--- src/rtl/booth_controller.sv ---
// booth_controller
//   Sequencing FSM for a radix-2 Booth multiplier. Accepts an operand pair,
//   drives the datapath through 16 add/sub + arithmetic-shift steps, and
//   presents the finished product downstream with a valid/ready handshake.
//   The step counter is owned here. An external comparator turns it into the
//   registered terminal flag `comp`, which is asserted when count reaches 14.
//
// Ports
//   clk         rising-edge clock
//   reset       asynchronous, active-low reset
//   src_valid   operands present on the datapath inputs
//   src_ready   controller can accept operands (high only in IDLE)
//   q_bits      {Q[0], Q[-1]} from the datapath multiplier register
//   comp        registered terminal-count flag from the comparator
//   count       step counter, to the comparator
//   load_en     datapath loads operands and clears A and Q[-1]
//   alu_op      00 NOP, 01 ADD multiplicand, 10 SUB multiplicand
//   shift_en    arithmetic right shift of {A, Q, Q[-1]} this cycle
//   busy        high in RUN and DONE
//   dest_valid  product valid on the datapath outputs
//   dest_ready  downstream accepts the product
module booth_controller #(
  parameter int Width = 5
) (
  input  logic             clk,
  input  logic             reset,
  input  logic             src_valid,
  output logic             src_ready,
  input  logic [1:0]       q_bits,
  input  logic             comp,
  output logic [Width-1:0] count,
  output logic             load_en,
  output logic [1:0]       alu_op,
  output logic             shift_en,
  output logic             busy,
  output logic             dest_valid,
  input  logic             dest_ready
);

  typedef enum logic [1:0] {
    IDLE = 2'b00,
    RUN  = 2'b01,
    DONE = 2'b10
  } state_t;

  state_t state;

  // Booth recoding of {Q[0], Q[-1]}: 01 adds, 10 subtracts, 00/11 do nothing,
  // so 11 can never reach alu_op.
  function automatic logic [1:0] booth_op(input logic [1:0] qb);
    logic [1:0] op;
    op = 2'b00;
    if (qb == 2'b01) op = 2'b01;
    else if (qb == 2'b10) op = 2'b10;
    return op;
  endfunction

  // State and step counter: the only registers in the block.
  always_ff @(posedge clk or negedge reset) begin
    if (!reset) begin
      state <= IDLE;
      count <= '0;
    end else begin
      case (state)
        IDLE: begin
          count <= '0;
          if (src_valid) state <= RUN;
        end
        RUN: begin
          // comp is registered off count==14, so it is high during the
          // count==15 step: that step is the last of 16.
          if (comp) begin
            state <= DONE;
            count <= '0;
          end else begin
            count <= count + Width'(1);
          end
        end
        DONE: begin
          count <= '0;
          if (dest_ready) state <= IDLE;
        end
        default: begin
          state <= IDLE;
          count <= '0;
        end
      endcase
    end
  end

  // Output decode of the current state and inputs.
  always_comb begin
    src_ready  = 1'b0;
    load_en    = 1'b0;
    alu_op     = 2'b00;
    shift_en   = 1'b0;
    busy       = 1'b0;
    dest_valid = 1'b0;
    case (state)
      IDLE: begin
        src_ready = 1'b1;
        load_en   = src_valid;
      end
      RUN: begin
        busy     = 1'b1;
        shift_en = 1'b1;
        alu_op   = booth_op(q_bits);
      end
      DONE: begin
        busy       = 1'b1;
        dest_valid = 1'b1;
      end
      default: begin
        src_ready = 1'b0;
      end
    endcase
  end

endmodule

--- config.mk ---
export PLATFORM = sky130hd
export DESIGN_NAME = booth_controller
export DESIGN_NICKNAME = d
export VERILOG_FILES = /design/src/rtl/booth_controller.sv
export SDC_FILE = /design/constraint.sdc
export NUM_CORES = 1
export LEC_CHECK = 0
export CAP_MARGIN = 20
export CORE_AREA = 2 2 39 41
export CTS_BUF_LIST = sky130_fd_sc_hd__clkbuf_4
export DETAILED_ROUTE_END_ITERATION = 8
export DIE_AREA = 0 0 41 43
export GPL_TIMING_DRIVEN = 0
export PLACE_DENSITY = 0.71
export SETUP_SLACK_MARGIN = 0.02
export SYNTH_ARGS = -nofsm -noshare
export SYNTH_HDL_FRONTEND = slang
export SYNTH_SLANG_ARGS = --single-unit
--- constraint.sdc ---
create_clock -name clk -period 1.6 [get_ports clk]
set_clock_uncertainty 0.1 [all_clocks]
set_input_delay 0.24 -clock clk [delete_from_list [all_inputs] [get_ports clk]]
set_output_delay 0.24 -clock clk [all_outputs]
set_load 0.02 [all_outputs]
# After elaboration in Yosys (flattened, before gate mapping)
# Index checks and enable logic that the tools add are counted.
[classes]
add_sub_neg = 1
n_eq_ne = 7
n_mux = 14
reduce_logical = 3
[op_table]
columns = ["operator", "count"]
rows = [
  ["2-bit two-way mux", 6],
  ["5-bit two-way mux", 2],
  ["2-bit inequality test, second input constant", 3],
  ["2-bit case mux with 3 select lines", 1],
  ["5-bit by 1-bit adder with 5-bit output, second input constant", 1],
  ["1-bit two-way mux", 5],
  ["2-bit by 1-bit equality test with 1-bit output, second input constant", 2],
  ["2-bit equality test, second input constant", 2],
  ["3-bit AND reduction", 1],
  ["2-bit zero test", 1],
  ["2-bit OR reduction", 1],
]
[word_totals]
reg_bits = 7
in_bits = 7
out_inout_bits = 12
elab_cells = 27

# Longest topological paths before layout
# Gate-level depths: netlist (run 1).
[depth]
ltp_word = 4
ltp_mapped = 5
mapped_depth_nobuf = 5

# Worst setup path after synthesis (run 1)
# Ideal clock, no wire load.
[synth_timing]
path_kind = "register to output"
startpoint = "register state[1]"
endpoint = "output port alu_op[0]"
t_arrival_ns = 1.435
setup_slack_ns = -0.175
path_stages_with_launch = 5
cell_sequence = "dfrtp_1 inv_1 ha_1 inv_1 nor3b_1"
[synth_via]
elab_chain_cells = 2
[synth_lines]
columns = ["element", "line", "text"]
rows = [
  ["from (decl)", "46", "state_t state;"],
  ["from (signal assigned)", "61", "state <= IDLE;"],
  ["from (signal assigned)", "67", "if (src_valid) state <= RUN;"],
  ["from (signal assigned)", "73", "state <= DONE;"],
  ["2-bit by 1-bit equality test with 1-bit output", "99", "case (state)"],
  ["2-bit two-way mux", "99", ""],
  ["to (decl)", "33", "output logic [1:0] alu_op,"],
]
# Every way passes these cells.

# Final worst setup path (run 1)
[layout_timing]
startpoint = "register state[0]"
endpoint = "output port shift_en"
[layout_via]
elab_chain_cells = 2
[layout_lines]
columns = ["element", "line", "text"]
rows = [
  ["2-bit by 1-bit equality test with 1-bit output", "99", ""],
  ["1-bit two-way mux", "99", ""],
  ["to (decl)", "34", "output logic shift_en,"],
]
# Every way passes these cells.

==> Implementation_results.wiki, run 1 <==
{| class="wikitable"
! Metric !! Value
|-
| Startpoint types || register
|-
| Placed cell count || 70
|-
| Critical path class || register to primary output
|-
| Placer's final routability congestion estimate || 0.646
|-
| Nets in the synthesized netlist || 47
|-
| Biggest area consumer among synthesized cells || dfrtp_1
|-
| Leakage || 0.349 nW
|-
| Path category of the worst min-delay check || input pin to asynchronous set/reset pin
|-
| Achievable Freq || 620 MHz
|-
| Vias || 332
|-
| CTS Hold Bufs || 0
|-
| Height of the die || 43 um
|-
| Number of violations reported at the end of detailed-routing iteration 0 || 1
|-
| Number of warnings reported in the yosys synthesis log || 0
|-
| Latest clock arrival within the worst-skew pair || 0.25 ns
|-
| CTS tree || built
|-
| Layout cell share with drive strength beyond 1 || 35.0%
|-
| H-tree levels || 1
|-
| Sum of net half-perimeters after detailed placement || 567 um
|-
| Drt wl/cell || 10.3 um
|-
| Count of buffers inserted at the top-level ports || 18
|-
| Tot GR Track Use || 10.7%
|-
| Starting utilization of the core area || 27.7%
|-
| Number of distinct standard cells referenced by the synthesized netlist || 16
|-
| Die X || 41 um
|-
| Number of setup violations in the final report || 2
|-
| IO Pins || 19
|-
| Setup WS post-layout || -0.0133 ns
|-
| Crit path time final || 1.61 ns
|-
| Violations in the final reports || negative setup slack
|-
| FF+latch count, synth || 7
|-
| Vias in the first global route || 319
|-
| Final Instance Count excl. Fillers || 76
|-
| Area share of the leading cell type in the synthesized netlist || 45.8%
|-
| Clock root buffer || clkbuf_4
|-
| Via density || 4.37
|-
| Setup repair after global routing missed its margin || true
|-
| Final Hold Viols || 0
|-
| Area added between synthesis and finish || 64.4%
|-
| Clock slew seen by the registers of the worst setup and hold paths || 0.05 ns
|-
| Total Neg Setup Slack || -0.0190 ns
|-
| Slack of the worst reg-to-reg path || 0.15 ns
|-
| Detailed-router iteration count before antenna repair || 2
|-
| Worst path arrival time || 1.27 ns
|-
| Max VDD drop || 1.07 mV
|-
| Reg2reg end || state[0]$_DFFE_PN0P_
|-
| Cells taking the most area after synthesis || dfrtp_1 46%, ha_1 13%, nor2_1 5.9%, xor2_1 4.6%, inv_1 3.9%
|-
| Number of antenna violations at the first check in global routing || 0
|-
| Wire length after detailed routing || 781 um
|-
| Run status || finished, violations left
|-
| Required time at the worst-slack endpoint || 1.26 ns
|-
| Final worst hold slack || 0.154 ns
|-
| Fin. max-slew vios || 0
|-
| Synthesized area || 383 sq um
|-
| Max-cap violation count || 0
|-
| DR DRC count || 0
|-
| Routed Antenna Nets || 0
|-
| Total number of nets in the final design || 72
|-
| Post-Synthesis Cells || 36
|-
| Total number of clock tree sinks || 7
|-
| Final worst path period share || 101%
|-
| Headroom to the max-slew limit || 78.5%
|-
| Sequential-to-total area share from yosys stat || 45.8%
|-
| Largest net degree at the start of global routing || 8
|-
| Core area || 1380 sq um
|-
| Maximum net fanout on the critical path || 4
|-
| Worst Reg-to-Reg Cells || 5
|-
| RR Startpoint || state[1]$_DFFE_PN0P_
|-
| Final core area utilization || 45.5%
|-
| Die area || 1760 sq um
|-
| Worst slew pin tran || 0.321 ns
|-
| Kind of end point of the critical path || primary output
|-
| Cell row count || 14
|-
| Wire length of the first global-routing pass || 1.24 mm
|-
| Diode insertion count for antenna repair || 0
|-
| Congestion Overflow GR || 0
|-
| Cts bufs inserted || 3
|-
| Power density over cell area || 1540 nW/um^2
|-
| Bufs on Longest Clock Path || 2
|-
| Mapped Avg Cell Area || 10.6 sq um
|}
-- per-stage QoR --
step           area [sq um]  setup WS, ns  total power [mW]
2_1_floorplan           390        0.0976             0.588
3_5_place_dp            591        -0.321             0.789
4_1_cts                 622       -0.0339             0.965
5_1_grt                 629       -0.0891              1.04
3_3_place_gp            591        -0.308             0.786
6_report                629       -0.0133             0.966
-- power breakdown --
part / total [mW] / switching, mW / internal (mW)
clock: 0.174 / 0.0624 / 0.112
combinational: 0.550 / 0.299 / 0.251
sequential: 0.242 / 0.0304 / 0.212
-- cell families (layout without fill, tap and decap cells) --
family	count (synthesis)	count (layout)	synth area share [%]
fa+ha+maj	4	4	13.1
simple gates	15	15	23.2
compound gates	2	2	3.27
flops	7	7	45.8
buf+inv	4	28	3.92
xor+xnor	3	3	6.86
mux	1	1	3.92
-- timing repair --
action,in CTS,in global routing
gates cloned,0,0
resized for setup,31,6
setup endpoints to repair,10,8
pin swaps,2,0
setup buffers,1,1
-- worst max path at each step --
stage | start | end | slack [ns] | cells after the start
finish | state[0]$_DFFE_PN0P_ | shift_en | -0.01 | 3
global route | state[0]$_DFFE_PN0P_ | alu_op[0] | -0.09 | 5
CTS | state[1]$_DFFE_PN0P_ | alu_op[0] | -0.03 | 5
detailed placement | state[1]$_DFFE_PN0P_ | alu_op[0] | -0.32 | 5
global placement | state[1]$_DFFE_PN0P_ | alu_op[0] | -0.31 | 5
floorplan | state[1]$_DFFE_PN0P_ | alu_op[0] | 0.1 | 4
-- layout by cell type (no fill, tap or decap), drive strengths merged, types with 3 or more instances in the layout --
cell / Yosys / final
nand2b: 3 / 3
nor2: 6 / 6
ha: 4 / 4
dlygate4sd2: 0 / 4
clkdlybuf4s50: 0 / 6
buf: 0 / 7
inv: 4 / 4
nand3: 3 / 3
clkbuf: 0 / 5
dfrtp: 7 / 7
-- Yosys cell counts (all sizes together) --
library cell / number
and2: 1
nand2: 1
nor3b: 1
dfrtp: 7
nor2: 6
a31oi: 2
nand3: 3
inv: 4
mux2: 1
xnor2: 1
nand2b: 3
ha: 4
xor2: 2
-- critical path: stages, from the launching register on --
cell and delay, ns:
dfrtp_1 0.41, buf_6 0.13, ha_4 0.17, dlygate4sd2_1 0.32
-- registers in the layout (all words and copies together) (netlist names) --
register	cells
state	2
count	5
-- per-layer routing --
layer / wire length [um] / vias up / track usage (%)
li1: - / 165 / -
met1: 338 / 150 / 12.8
met2: 363 / 15 / 15.3
met3: 65 / 2 / 3.14
met4: 14 / 0 / 8.00
met5: 0 / - / 0
-- area by class of cell --
cell class | count | area, sq um
Tap cell | 16 | 20.0
Fill cell | 141 | 754
Sequential cell | 7 | 175
Inverter | 4 | 15.0
Multi-Input combinational cell | 25 | 213
Timing Repair Buffer | 20 | 176
Clock buffer | 4 | 30.0
Note: power is estimated with default switching activity, not from simulation.
==> inputs of run 2 (changes only) <==
- GPL_TIMING_DRIVEN: 0 -> unset
==> Implementation_results.wiki, run 2 (synthesized netlist as in run 1, its figures left out) <==
{| class="wikitable"
! Metric !! Value
|-
| Final worst path period share || 98.0% (-2.8 points)
|-
| Cts bufs inserted || 3 (unchanged)
|-
| Worst path arrival time || 1.23 ns (-0.04 ns)
|-
| Clock slew seen by the registers of the worst setup and hold paths || 0.05 ns (about the same)
|-
| Leakage || 0.385 nW (+10%)
|-
| Total number of clock tree sinks || 7 (unchanged)
|-
| Wire length after detailed routing || 837 um (+7.2%)
|-
| CTS tree || built
|-
| Wire length of the first global-routing pass || 1.16 mm (-6.7%)
|-
| Vias || 344 (+3.6%)
|-
| Power density over cell area || 1620 nW/um^2 (+5.6%)
|-
| Fin. max-slew vios || 0 (unchanged)
|-
| CTS Hold Bufs || 0 (unchanged)
|-
| Diode insertion count for antenna repair || 0 (unchanged)
|-
| Final core area utilization || 50.5% (+5.0 points)
|-
| Number of antenna violations at the first check in global routing || 0 (unchanged)
|-
| IO Pins || 19 (unchanged)
|-
| Number of violations reported at the end of detailed-routing iteration 0 || 2 (+1)
|-
| Worst slew pin tran || 0.333 ns (+0.0117 ns)
|-
| Setup repair after global routing missed its margin || true
|-
| Congestion Overflow GR || 0 (unchanged)
|-
| Starting utilization of the core area || 27.7% (unchanged)
|-
| Latest clock arrival within the worst-skew pair || 0.25 ns (about the same)
|-
| Layout cell share with drive strength beyond 1 || 45.5% (+10 points)
|-
| Maximum net fanout on the critical path || 3 (-1)
|-
| Sum of net half-perimeters after detailed placement || 591 um (+4.1%)
|-
| Crit path time final || 1.57 ns (-0.0446 ns)
|-
| Run status || complete, no violations
|-
| Total number of nets in the final design || 78 (+8.3%)
|-
| Cell row count || 14 (unchanged)
|-
| Bufs on Longest Clock Path || 2 (unchanged)
|-
| Max-cap violation count || 0 (unchanged)
|-
| Startpoint types || register
|-
| Kind of end point of the critical path || primary output
|-
| Die X || 41 um (unchanged)
|-
| Final worst hold slack || 0.156 ns (+0.00147 ns)
|-
| Routed Antenna Nets || 0 (unchanged)
|-
| Vias in the first global route || 294 (-7.8%)
|-
| Final Hold Viols || 0 (unchanged)
|-
| Achievable Freq || 637 MHz (+2.8%)
|-
| Drt wl/cell || 10.2 um (-0.67%)
|-
| Largest register FFs || 5 (unchanged)
|-
| Path category of the worst min-delay check || input pin to asynchronous set/reset pin
|-
| Reg2reg end || state[0]$_DFFE_PN0P_
|-
| Most frequent cells in the layout || 11 x buf_4, 6 x nor2_1, 6 x dfrtp_1, 6 x clkdlybuf4s50_1, 4 x clkbuf_4
|-
| Placer's final routability congestion estimate || 0.662 (+2.6%)
|-
| Area added between synthesis and finish || 82.4%
|-
| Detailed-router iteration count before antenna repair || 2 (unchanged)
|-
| DR DRC count || 0 (unchanged)
|-
| Commonest non-fill, non-tap cell in the layout || buf_4
|-
| Die area || 1760 sq um (unchanged)
|-
| Required time at the worst-slack endpoint || 1.26 ns (about the same)
|-
| Biggest regs || count x5, state x2
|-
| H-tree levels || 1 (unchanged)
|-
| Number of setup violations in the final report || 0 (-2)
|-
| Core area || 1380 sq um (unchanged)
|-
| Final-layout fill cell count || 129 (-8.5%)
|-
| Headroom to the max-slew limit || 77.8% (-0.78 points)
|-
| Via density || 4.20 (-4.0%)
|-
| Largest net degree at the start of global routing || 8 (unchanged)
|-
| Max VDD drop || 0.752 mV (-30%)
|-
| Height of the die || 43 um (unchanged)
|-
| RR Startpoint || state[0]$_DFFE_PN0P_
|-
| Worst Reg-to-Reg Cells || 6 (+1)
|-
| Top register by number of flip-flops || count
|-
| Slack of the worst reg-to-reg path || 0.06 ns (-0.09 ns)
|-
| Critical path class || register to primary output
|-
| Count of buffers inserted at the top-level ports || 18 (unchanged)
|-
| Tot GR Track Use || 9.69% (-1.0 points)
|-
| Clock root buffer || clkbuf_4
|}
run 2: cell types whose count changed in the layout (fill, tap and decap cells not counted):
cell	before	now
ha_2	1	0
clkbuf_2	1	0
dfrtp_1	7	6
nand2b_4	1	2
dlygate4sd2_1	4	3
buf_4	4	11
nand2b_2	1	0
dfrtp_2	0	1
and2_1	1	0
and2_4	0	1
ha_4	1	2
buf_6	1	2
run 2: how the worst max path moves through the flow:
| stage | from | endpoint | slack, ns |
|---|---|---|---|
| 2_1_floorplan | state[1]$_DFFE_PN0P_ | alu_op[0] | 0.1 |
| 3_3_place_gp | state[1]$_DFFE_PN0P_ | alu_op[0] | -0.21 |
| 3_5_place_dp | q_bits[0] | alu_op[0] | -0.22 |
| 4_1_cts | state[1]$_DFFE_PN0P_ | alu_op[0] | -0.03 |
| 5_1_grt | state[1]$_DFFE_PN0P_ | alu_op[1] | -0.04 |
| 6_report | state[1]$_DFFE_PN0P_ | alu_op[0] | 0.03 |
run 2: where the power goes:
part | total [mW] | internal, mW | switching [mW]
sequential | 0.253 | 0.215 | 0.0387
combinational | 0.702 | 0.370 | 0.332
clock | 0.177 | 0.112 | 0.0646
total | 1.13 | 0.697 | 0.435
run 2: area by class of cell:
type                       instances  area, sq um  area share, %
clock buffer                       4         30.0           4.30
tap                               16         20.0           2.87
timing repair buffer              26          226           32.4
multi-input combinational         25          230           33.0
inverter                           4         15.0           2.15
sequential                         7          176           25.3
run 2: critical path, cell delays in order, from the launching register on:
cell,delay [ns]
dfrtp_1,0.39
inv_2,0.08
ha_4,0.13
inv_1,0.05
nor3b_2,0.15
buf_4,0.16
run 2: routing by layer:
| metal | global-route usage, % | routed length [um] | vias to the layer above |
|---|---|---|---|
| li1 | - | - | 177 |
| met1 | 13.7 | 365 | 154 |
| met2 | 13.1 | 417 | 13 |
| met3 | 1.57 | 53 | 0 |
| met4 | 6.00 | 0 | 0 |
| met5 | 0 | 0 | - |
run 2: per-stage QoR:
stage               instances  TNS [ns]  total power [mW]  cell area (sq um)  setup slack [ns]
floorplan                  36         0             0.588                390            0.0976
global placement           77    -0.907             0.905                643            -0.214
detailed placement         77    -0.851             0.910                643            -0.223
CTS                        81   -0.0523              1.02                639           -0.0323
global route               82   -0.0798              1.21                698           -0.0369
finish                     82         0              1.13                698            0.0313
run 2: timing repair:
action | CTS | global route
setup buffers | 0 | 1
resized for setup | 34 | 14
pin swaps | 0 | 2
setup endpoints to repair | 10 | 7
